--- config.mk ---
export PLATFORM = sky130hd
export DESIGN_NAME = param_shift_serializer
export DESIGN_NICKNAME = d
export VERILOG_FILES = /design/src/rtl/param_shift_serializer.sv
export SDC_FILE = /design/constraint.sdc
export NUM_CORES = 1
export LEC_CHECK = 0
export ABC_AREA = 1
export BUFFER_PORTS_ARGS = -buffer_cell sky130_fd_sc_hd__buf_2
export CORE_AREA = 8 8 56 58
export CTS_CLUSTER_DIAMETER = 80
export CTS_CLUSTER_SIZE = 14
export DETAILED_ROUTE_END_ITERATION = 12
export DIE_AREA = 0 0 64 66
export MAX_ROUTING_LAYER = met4
export PLACE_DENSITY = 0.69
export RECOVER_POWER = 100
export SKIP_LAST_GASP = 1
export SLEW_MARGIN = 10
export SYNTH_ARGS = -nofsm -noshare
export SYNTH_HDL_FRONTEND = slang
export SYNTH_SLANG_ARGS = --single-unit
--- constraint.sdc ---
create_clock -name clk -period 1.23 [get_ports clk]
set_input_delay 0.0615 -clock clk [delete_from_list [all_inputs] [get_ports clk]]
set_output_delay 0.0615 -clock clk [all_outputs]
set_load 0.02 [all_outputs]
--- src/rtl/param_shift_serializer.sv ---
// param_shift_serializer
// Loadable shift register that serialises a frame of WIDTH shift steps.
// A load captures d plus a constant increment and opens a frame; each
// subsequent shift step (left, right or rotate-left) advances the frame
// counter, and the step that completes WIDTH shifts closes the frame and
// raises a one-cycle done pulse. Shifting also works outside a frame, but
// the counter only runs while a frame is open.

module param_shift_serializer #(
   parameter int WIDTH = 8,
   parameter int INC   = 1
) (
   input  logic                           clk,
   input  logic                           reset,
   input  logic                           load,
   input  logic [WIDTH-1:0]               d,
   input  logic [1:0]                     mode,
   input  logic                           shift_en,
   input  logic                           sin,
   output logic                           out,
   output logic [WIDTH-1:0]               q,
   output logic [$clog2(WIDTH+1)-1:0]     cnt,
   output logic                           busy,
   output logic                           done
);

   localparam int CW = $clog2(WIDTH + 1);

   // Increment folded into the register width so the load sum wraps naturally.
   localparam logic [WIDTH-1:0] INC_W = WIDTH'(INC);

   // Counter value just before the step that completes the frame.
   localparam logic [CW-1:0] LAST_STEP = CW'(WIDTH - 1);

   localparam logic [1:0] MODE_HOLD  = 2'b00;
   localparam logic [1:0] MODE_LEFT  = 2'b01;
   localparam logic [1:0] MODE_RIGHT = 2'b10;
   localparam logic [1:0] MODE_ROTL  = 2'b11;

   typedef enum logic {
      IDLE  = 1'b0,
      SHIFT = 1'b1
   } state_t;

   state_t           r_state;
   logic [WIDTH-1:0] r_q;
   logic [CW-1:0]    r_cnt;
   logic             r_done;

   logic             w_step;
   logic [WIDTH-1:0] w_shifted;
   logic [WIDTH-1:0] w_loadValue;

   // A shift step needs an active mode and enable, and a load always wins.
   assign w_step      = shift_en && (mode != MODE_HOLD) && !load;
   assign w_loadValue = d + INC_W;

   // Next register contents for the currently selected shift mode.
   always_comb begin
      w_shifted = r_q;
      case (mode)
         MODE_LEFT:  w_shifted = {r_q[WIDTH-2:0], sin};
         MODE_RIGHT: w_shifted = {sin, r_q[WIDTH-1:1]};
         MODE_ROTL:  w_shifted = {r_q[WIDTH-2:0], r_q[WIDTH-1]};
         default:    w_shifted = r_q;
      endcase
   end

   // Serial output follows the end of the register that leaves first.
   always_comb begin
      out = r_q[WIDTH-1];
      if (mode == MODE_RIGHT) begin
         out = r_q[0];
      end
   end

   // Frame FSM, data register, step counter and done pulse in one block.
   always_ff @(posedge clk) begin
      if (reset) begin
         r_state <= IDLE;
         r_q     <= '0;
         r_cnt   <= '0;
         r_done  <= 1'b0;
      end else begin
         r_done <= 1'b0;
         if (load) begin
            r_q     <= w_loadValue;
            r_cnt   <= '0;
            r_state <= SHIFT;
         end else if (w_step) begin
            r_q <= w_shifted;
            if (r_state == SHIFT) begin
               if (r_cnt == LAST_STEP) begin
                  r_cnt   <= '0;
                  r_state <= IDLE;
                  r_done  <= 1'b1;
               end else begin
                  r_cnt <= r_cnt + CW'(1);
               end
            end
         end
      end
   end

   assign q    = r_q;
   assign cnt  = r_cnt;
   assign busy = (r_state == SHIFT);
   assign done = r_done;

endmodule

==> flow_summary.yaml <==
worst_setup_path:
  crit_slowest_cell: "dfxtp_2"
  cp.arrival_ps: 1260
  worstPathMaxFanout: 5
  endpoint_kind: "flip-flop"
  critPathLaunchType: "flip-flop"
  r2r_setup_slack_ps: 150
  worstSetupPathType: "reg -> reg"
  cp_common_cell: "nor2_1"
  crit_chain: "ha_1, nand3_1, nand3_1, nor2_1, nor2_1, nor2_1"
  required_ps: 1410
  crit_path_max_incr_delay_ps: 370
clock_tree:
  cts_tree: "built"
  insertion_delay_ps: 280
  cts_root_buf: "clkbuf_4"
  clk_pin_slew_ps: 90
  cts_buffers: 3
  clock_path_buffers: 2
  post-cts-setup-buffers: 0
  cts_max_level: 1
  clkSinkCount: 14
synth:
  synth_top_family_by_area: "simple AND/OR/NAND/NOR gates"
  synth.mux.area_fraction_pct: 0
  synthAdderAreaFrac_pct: 2.597
  syn-cell-area_um2: 963.4
  synth-simple-area-share_pct: 43.77
  synth-compound-area-share_pct: 12.21
  avgSynthCellArea_um2: 6.021
  ys_seq_area_share_pct: 29.09
  synth_cells: 160
  synth_seq_cells: 14
  ys.warnings.count: 0
  synthXorXnorAreaFrac_pct: 0
  synth_nets: 177
  synth_cell_types: 20
route:
  drtIter0Drc: 55
  drcViolationCount: 0
  detail_route.wl_per_cell_um: 11.32
  drt-total-wl_mm: 2.536
  firstDrtPassIters: 4
  dr_total_vias: 1080
  viasPerCell: 4.821
  ant_nets: 0
worst_hold_path:
  min_path_type: "in -> reg"
grt:
  gr-total-overflow: 0
  antenna_found_initial: 0
  grt.busiest_layer: "met2"
  grt_pass1_vias: 1041
  grt_usage_pct: 12.68
  met3_usage_pct: 1.525
  grt_util_met1_pct: 15.16
  grt_max_degree: 15
  met2_usage_pct: 20.45
  grt_pass1_wl_mm: 4.374
timing:
  rsz0062_at_grt: "false"
  whs_ps: 111.2
  setup_violations: 0
  final_hold_viol_count: 0
  fin_ws_ps: 149.7
  tightest_slew_ps: 265.2
  slew_headroom_pct: 82.40
  fin_skew_ps: 5.016
  slew_viol_final: 0
  period_share_pct: 87.83
  min_period_ps: 1080
  finalSetupTns_ps: 0
  fmax_ghz: 0.9257
die:
  die_area_um2: 4224
  coreArea_um2: 2320
  die_h_um: 66
  num_rows: 18
  start_util_pct: 41.53
  pin_count: 30
  fp.dieW_um: 64
finish:
  area_growth_pct: 21.04
  layout-drive-gt1-share_pct: 14.95
  final_area_um2: 1166
  final_nets: 212
  utilization_pct: 50.27
  diodes: 0
power_and_ir_drop:
  p_per_area_nw_per_um2: 943.0
  p_leak_nw: 0.5921
  peakVddDrop_v: 0.0003811
run_status:
  status: "finished, final reports clean"
placed_design:
  hpwl_mm: 2.015
  placed_cell_area_um2: 1140
  port_buffers: 29
  dp_slack_ps: 104.9
  routabilityCongestion: 0.8322
flow_run:
  drv_cap: 0
==> synth_stat cells, drive strengths merged <==
| library cell | number | area (µm²) |
|---|---|---|
| nand2 | 43 | 178.9 |
| a21oi | 9 | 45.04 |
| clkbuf | 1 | 13.76 |
| nand3 | 25 | 130.1 |
| nor3 | 1 | 5.000 |
| nand4 | 2 | 18.77 |
| dfxtp | 14 | 280.3 |
| o21ai | 13 | 65.06 |
| ha | 2 | 25.02 |
| nor2 | 21 | 88.84 |
| o21bai | 1 | 7.510 |
| inv | 28 | 105.1 |
==> layer usage <==
layer | vias up | wire length (µm)
met5 | - | 0
met4 | 0 | 27
met3 | 2 | 127
met2 | 27 | 1177
met1 | 474 | 1204
li1 | 577 | -
==> state kept, by name, indices dropped and copies added, names as in the netlist <==
| signal | cells |
|---|---|
| q | 8 |
| cnt | 4 |
| busy | 1 |
| done | 1 |
==> worst max-delay path: cells and delay by family, from the launching register on <==
kind | cells | cell delay [ps]
and+or+nand+nor | 5 | 420
DFF | 1 | 370
adders and majority gates | 1 | 190
==> final timing paths <==
| check | startpoint | end | cells after the start |
|---|---|---|---|
| worst max-delay path | cnt[1] | cnt[3] | 6 |
| worst min-delay path | d[7] | q[7] | 4 |
| worst max register to register | cnt[1] | cnt[3] | 6 |
| worst min register to register | cnt[1] | cnt[1] | 2 |
==> cell type report <==
type,count,area (µm²)
fillers,270,1154
multi-input cells,117,561.8
flip-flops and latches,14,281.5
repair buffers,31,143.9
inverters,28,105.1
well taps,30,37.54
clock buffers,4,36.28
==> through the flow <==
stage | instances | power (mW)
detailed placement | 219 | 0.7781
finish | 224 | 1.100
CTS | 224 | 1.116
global route | 224 | 1.166
floorplan | 160 | 0.6815
global placement | 219 | 0.7732
==> placed cells by master (no fill, tap or decap), drive strengths merged <==
cell	instances
nand2	43
inv	28
nand3	25
nor2	21
clkbuf	20
dfxtp	14
buf	14
o21ai	13
a21oi	9
ha	2
nand4	2
o21bai	1
nor3	1
dlygate4sd3	1
==> logic make-up (layout without fill, tap and decap cells) <==
logic type                 Yosys count  count (layout)
DFF                                 14              14
AOI/OAI and AO/OA                   23              23
and+or+nand+nor                     92              92
buffers and inverters               29              63
adders and majority gates            2               2
==> timing repair <==
item,in CTS,in global routing
setup endpoints to repair,0,2
hold buffers,1,0
endpoints found under the hold margin,2,0
resized for setup,0,2
==> where the power goes <==
part           leakage (nW)  switching, mW  internal [mW]  total [mW]
logic                 0.456          0.174         0.0878       0.262
clock network        0.0210          0.156          0.180       0.336
registers             0.116         0.0237          0.478       0.502
total                 0.592          0.354          0.746        1.10
(Power assumes the default switching activity.)
